$ cat config.mk
export PLATFORM = sky130hd
export DESIGN_NAME = key_search_ctrl_flat
export DESIGN_NICKNAME = d
export VERILOG_FILES = /design/src/rtl/rc4_breaker_pkg.sv /design/src/rtl/key_search_ctrl_if.sv /design/src/rtl/byte_classifier.sv /design/src/rtl/key_search_ctrl.sv /design/src/flat_wrapper.sv
export SDC_FILE = /design/constraint.sdc
export NUM_CORES = 1
export LEC_CHECK = 0
export BUFFER_PORTS_ARGS = -buffer_cell sky130_fd_sc_hd__buf_2
export CORE_MARGIN = 4
export CORE_UTILIZATION = 30
export CTS_BUF_LIST = sky130_fd_sc_hd__clkbuf_4
export DETAILED_ROUTE_END_ITERATION = 7
export GPL_ROUTABILITY_DRIVEN = 0
export PLACE_DENSITY = 0.54
export SYNTH_ARGS = -nofsm -noshare
export SYNTH_HDL_FRONTEND = slang
export SYNTH_SLANG_ARGS = --single-unit
$ cat constraint.sdc
create_clock -name CLOCK_50 -period 7.1 [get_ports CLOCK_50]
set_input_delay 0.71 -clock CLOCK_50 [delete_from_list [all_inputs] [get_ports CLOCK_50]]
set_output_delay 0.71 -clock CLOCK_50 [all_outputs]
set_load 0.01 [all_outputs]
$ cat src/rtl/rc4_breaker_pkg.sv
// Shared types and constants for the RC4 key-breaker datapath.
// Holds the key-search FSM state type and the printable-byte bounds.
package rc4_breaker_pkg;

    localparam int unsigned MSG_DEP_DEF  = 32;
    localparam int unsigned KEY_BITS_DEF = 22;

    localparam logic [7:0] CHAR_LO    = 8'h61;
    localparam logic [7:0] CHAR_HI    = 8'h7A;
    localparam logic [7:0] CHAR_SPACE = 8'h20;

    typedef enum logic [2:0] {
        StIdle,
        StSnap,
        StCheck,
        StNextKey,
        StFound,
        StExhausted
    } search_state_e;

endpackage

$ cat src/rtl/key_search_ctrl_if.sv
// Handshake bundle between the decrypt sequencer (master) and key_search_ctrl (slave).
interface key_search_ctrl_if #(
    parameter int unsigned MSG_DEP = rc4_breaker_pkg::MSG_DEP_DEF
);
    logic        start;
    logic [7:0]  decrypted_in [MSG_DEP];
    logic [23:0] secret_key;
    logic        restart;
    logic        busy;
    logic        key_found;
    logic        key_exhausted;

    modport master (
        output start, decrypted_in,
        input  secret_key, restart, busy, key_found, key_exhausted
    );

    modport slave (
        input  start, decrypted_in,
        output secret_key, restart, busy, key_found, key_exhausted
    );
endinterface

$ cat src/rtl/byte_classifier.sv
// Flags a decrypted byte as plausible plaintext (lowercase a..z).
// Define KEY_SEARCH_ALLOW_SPACE_EN to also accept the ASCII space.
module byte_classifier
    import rc4_breaker_pkg::*;
(
    input  logic [7:0] byte_i,
    output logic       valid_o
);
    logic is_lower;

    assign is_lower = (byte_i >= CHAR_LO) && (byte_i <= CHAR_HI);

`ifdef KEY_SEARCH_ALLOW_SPACE_EN
    assign valid_o = is_lower || (byte_i == CHAR_SPACE);
`else
    assign valid_o = is_lower;
`endif
endmodule

$ cat src/rtl/key_search_ctrl.sv
// Brute-force key search controller: checks each decrypted message byte-by-byte and
// steps the key on failure. Byte acceptance depends on KEY_SEARCH_ALLOW_SPACE_EN.
module key_search_ctrl
    import rc4_breaker_pkg::*;
#(
    parameter int unsigned MSG_DEP  = MSG_DEP_DEF,
    parameter int unsigned KEY_BITS = KEY_BITS_DEF
) (
    input logic              CLOCK_50,
    input logic              reset,
    key_search_ctrl_if.slave bus
);
    localparam int unsigned IdxW = (MSG_DEP > 1) ? $clog2(MSG_DEP) : 1;
    localparam logic [IdxW-1:0]     LastIdx = IdxW'(MSG_DEP - 1);
    localparam logic [KEY_BITS-1:0] KeyMax  = '1;

    search_state_e       state_q, state_d;
    logic [7:0]          buf_q [MSG_DEP];
    logic [IdxW-1:0]     idx_q, idx_d;
    logic [KEY_BITS-1:0] key_q, key_d;
    logic                restart_q, restart_d;
    logic                snap;
    logic                byte_ok;

    byte_classifier u_classifier (
        .byte_i  (buf_q[idx_q]),
        .valid_o (byte_ok)
    );

    always_comb begin
        state_d   = state_q;
        idx_d     = idx_q;
        key_d     = key_q;
        restart_d = 1'b0;
        snap      = 1'b0;
        case (state_q)
            StIdle: begin
                if (bus.start) state_d = StSnap;
            end
            StSnap: begin
                snap    = 1'b1;
                idx_d   = '0;
                state_d = StCheck;
            end
            StCheck: begin
                if (!byte_ok) begin
                    state_d = StNextKey;
                    // Key step is committed on entry to NEXT_KEY so restart and the new
                    // secret_key appear together; restart_q then tells NEXT_KEY the outcome.
                    if (key_q != KeyMax) begin
                        key_d     = key_q + 1'b1;
                        restart_d = 1'b1;
                    end
                end else if (idx_q == LastIdx) begin
                    state_d = StFound;
                end else begin
                    idx_d = idx_q + 1'b1;
                end
            end
            StNextKey: begin
                state_d = restart_q ? StIdle : StExhausted;
            end
            StFound, StExhausted: begin
                state_d = state_q;
            end
            default: state_d = StIdle;
        endcase
    end

    always_ff @(posedge CLOCK_50) begin
        if (reset) begin
            state_q   <= StIdle;
            idx_q     <= '0;
            key_q     <= '0;
            restart_q <= 1'b0;
            buf_q     <= '{default: '0};
        end else begin
            state_q   <= state_d;
            idx_q     <= idx_d;
            key_q     <= key_d;
            restart_q <= restart_d;
            if (snap) buf_q <= bus.decrypted_in;
        end
    end

    assign bus.secret_key    = 24'(key_q);
    assign bus.restart       = restart_q & ~reset;
    assign bus.busy          = (state_q == StSnap) || (state_q == StCheck) ||
                               (state_q == StNextKey);
    assign bus.key_found     = (state_q == StFound);
    assign bus.key_exhausted = (state_q == StExhausted);
endmodule

$ cat src/flat_wrapper.sv
// flat-port wrapper written by rule: the top's interface ports become plain ports
module key_search_ctrl_flat import rc4_breaker_pkg::*;
#(
    parameter int unsigned MSG_DEP  = MSG_DEP_DEF,
    parameter int unsigned KEY_BITS = KEY_BITS_DEF
)
  (CLOCK_50, reset, bus_start, bus_decrypted_in, bus_secret_key, bus_restart, bus_busy, bus_key_found, bus_key_exhausted);
  key_search_ctrl_if #(.MSG_DEP(MSG_DEP)) bus_i ();
  input logic CLOCK_50;
  input logic reset;
  input wire logic [$bits(bus_i.start)-1:0] bus_start;
  input wire logic [$bits(bus_i.decrypted_in)-1:0] bus_decrypted_in;
  output wire logic [$bits(bus_i.secret_key)-1:0] bus_secret_key;
  output wire logic [$bits(bus_i.restart)-1:0] bus_restart;
  output wire logic [$bits(bus_i.busy)-1:0] bus_busy;
  output wire logic [$bits(bus_i.key_found)-1:0] bus_key_found;
  output wire logic [$bits(bus_i.key_exhausted)-1:0] bus_key_exhausted;
  assign bus_i.start = bus_start;
  assign bus_i.decrypted_in = {>>{bus_decrypted_in}};
  assign bus_secret_key = bus_i.secret_key;
  assign bus_restart = bus_i.restart;
  assign bus_busy = bus_i.busy;
  assign bus_key_found = bus_i.key_found;
  assign bus_key_exhausted = bus_i.key_exhausted;
  key_search_ctrl #(.MSG_DEP(MSG_DEP), .KEY_BITS(KEY_BITS)) u_core (.CLOCK_50(CLOCK_50), .reset(reset), .bus(bus_i));
endmodule
==> results.txt <==
----------------------------------------------------
[Yosys]
  Yosys reg bits ... 287
  Sequential area share after synthesis ... 47.2%
  Cell area after synthesis ... 12200 um^2
  EDFF count, synth ... 0
  Yosys warns ... 0
  Cell variety after synth ... 60
  Post-Synthesis Cells ... 1514
  Proportion of synthesized flip-flops having asynchronous set or reset ... 0%
  Main flop type after synthesis ... dfxtp_1
  Synth Area per Inst ... 8.03 um^2

[STA]
  Total setup violations reported at the end of the flow ... 0
  Setup repair after global routing missed its margin ... false
  Fin crit share ... 62.5%
  Actual slew at the worst max-slew pin ... 1.14 ns
  Rel. slew slack ... 24.0%
  Setup TNS ... 0 ns
  Worst clock skew ... 0.0650 ns
  Pins over their slew limit ... 0
  Final Hold Violating Endpoints ... 0
  Clock period minus worst slack ... 4.44 ns
  F_max ... 225 MHz

[Placed design]
  Detailed placement HPWL ... 29.7 mm
  Port-buffer cells ... 284

[Final layout]
  Total number of nets in the final design ... 2030
  Ratio of cells with drive above 1 in the final layout ... 25.5%
  Most used cells in the layout excluding fill and tap cells ... nand2_1 (546), dfxtp_1 (285), buf_2 (283)
  FILL cells ... 4285
  Most frequent standard cell in the layout excluding fill and tap cells ... nand2_1
  P&R area growth vs syn ... 22.4%

[Clocking]
  Resized Gates After CTS ... 0
  CTS Buf Count ... 82
  Clk sinks ... 287
  Clock Pin Slew Worst Setup and Hold Paths ... 0.06 ns
  # hold bufs at CTS ... 0
  Max Buffers Root-to-Sink ... 3
  CTS H-tree lvls ... 3
  Root buffer cell ... clkbuf_4
  CTS tree ... done
  Clock latency reported for the late side of the worst-skew pair ... 0.75 ns
  Buffer count from post-CTS setup fixing ... 0

[Worst setup path]
  Critical path fanouts, max ... 47
  Worst setup path start ... u_core.idx_q[1]$_SDFFE_PP0P_
  Crit Path Class ... register to register
  Arrival @ worst endpoint ... 5.02 ns
  Reg-to-reg critical path startpoint ... u_core.idx_q[1]$_SDFFE_PP0P_
  Data required time of the worst path ... 7.68 ns
  Startpoint kind of the worst setup timing path ... register
  Capturing element type of the critical path ... register

[Global routing]
  Via count of the first global-routing pass ... 11.3k
  Antenna violations before repair ... 4
  Total congestion overflow ... 0
  All-Layer GR Usage ... 18.6%
  Pin count of the biggest net entering global routing ... 259
  Wire length of the first global-routing pass ... 64.5 mm

[Routing]
  Post-DR wirelength/cell ... 18.1 um
  Via-per-instance ratio ... 4.91
  Vias after detailed routing ... 11.6k
  Final WL ... 42.6 mm
  Drt initial violations ... 901
  Remaining DRCs ... 0
  DRT antenna net count ... 0
  Pre-antenna DRT Iters ... 5

[Floorplanning]
  Die Span Y ... 209 um
  Die outline width ... 209 um
  Std-Cell Core Area ... 39900 um^2
  Standard-cell row count ... 73
  Boundary pin count ... 287
  Initial Utilization ... 30.5%
  Floorplan die area ... 43800 um^2

[Outcome]
  Outcome ... complete, no violations

[Pwr]
  Total Power ... 3.87 mW
  Power density over the cells ... 260 nW/um^2
  Worst VDD drop ... 104 uV
  Leakage component of the power ... 5.63 nW

[Hold path]
  Path class of the lowest-slack min-delay path ... primary input to register
  HP Start ... bus_decrypted_in[181]

[Job]
  Count of max-cap constraint violations ... 0

----------------------------------------------------
-- through the flow --
stage / setup WS (ns) / area, um^2 / cells / hold WS, ns / utilization [%]
global placement: 2.82 / 13800 / 2209 / 0.438 / 34.6
CTS: 2.68 / 14900 / 2352 / 0.111 / 37.3
floorplan: 4.27 / 12200 / 1515 / 0.431 / -
finish: 2.66 / 14900 / 2356 / 0.197 / 37.3
global route: 2.42 / 14900 / 2355 / 0.125 / 37.3
detailed placement: 2.76 / 13800 / 2209 / 0.443 / 34.6
-- cell type report --
cell class | count | area, um^2 | area share, %
sequential | 287 | 5750 | 38.6
clock inverter | 21 | 135 | 0.908
antenna | 4 | 10.0 | 0.0672
tap | 525 | 657 | 4.41
timing repair buffer | 293 | 1510 | 10.2
multi-input combinational | 1098 | 5890 | 39.5
inverter | 6 | 22.5 | 0.151
clock buffer | 122 | 916 | 6.15
-- per-layer routing --
layer  routed length, um  GRT usage (%)  vias to the layer above
li1                    -              -                     5698
met1               19100           25.0                     5456
met2               20000           29.7                      350
met3                2570           4.51                       56
met4                 911           6.10                        0
met5                   0              0                        -
-- critical path, stage by stage (launching register included) --
cell and delay, ns:
dfxtp_4 0.90, buf_4 0.60, mux4_2 0.56, nor2b_1 0.14, a211oi_1 0.37, a211oi_1 0.16
o41ai_4 0.54, o21ai_2 0.08, buf_4 0.25, nor3_1 0.26, mux2_2 0.36
-- flip-flops by register name, indices dropped and copies added, names as in the netlist --
name / count
u_core.buf_q: 256
u_core.key_q: 22
u_core.idx_q: 5
u_core.state_q: 3
u_core.restart_q: 1
-- cells by family after synthesis --
kind of cell	Yosys count	share of synthesized area, %
compound gates	341	15.5
mux	68	8.43
xor+xnor	1	0.0720
fa+ha+maj	3	0.309
other cells	1	0.0308
flops	287	47.2
simple gates	683	23.8
buf+inv	130	4.55
-- worst paths after layout --
kind                            slack, ns  cells past startpoint                              to
worst max-delay path                 2.66                     10   u_core.key_q[13]$_SDFFE_PP0P_
worst min-delay path                 0.20                      3  u_core.buf_q[181]$_SDFFE_PP0P_
worst max register to register       2.66                     10   u_core.key_q[13]$_SDFFE_PP0P_
worst min register to register       0.45                      2   u_core.buf_q[15]$_SDFFE_PP0P_
-- synth_stat cells, drive strengths merged, types with 5 or more instances --
cell type / instances / area share, %
nand2b: 5 / 0.26
a22oi: 12 / 0.74
nor2: 28 / 0.86
or3: 12 / 0.62
clkbuf: 99 / 3.1
o22ai: 8 / 0.41
nand4: 11 / 0.57
nand2: 546 / 17
mux4: 27 / 5.0
nand3: 18 / 0.74
buf: 25 / 1.3
nor2b: 8 / 0.41
nand3b: 8 / 0.49
inv: 6 / 0.19
o311ai: 5 / 0.36
a21oi: 272 / 11
or4: 7 / 0.43
nand4b: 10 / 0.72
mux2: 6 / 0.56
mux2i: 35 / 2.9
o21ai: 13 / 0.53
dfxtp: 287 / 47
or2: 6 / 0.31
-- where the power goes --
part           internal, mW  total, mW  switching, mW  leakage (nW)
Combinational         0.180      0.496          0.316          2.68
Sequential             1.73       1.81         0.0740          2.33
Clock                 0.853       1.56          0.709         0.623
Total                  2.77       3.87           1.10          5.63
Note: power is estimated with default switching activity, not from simulation.
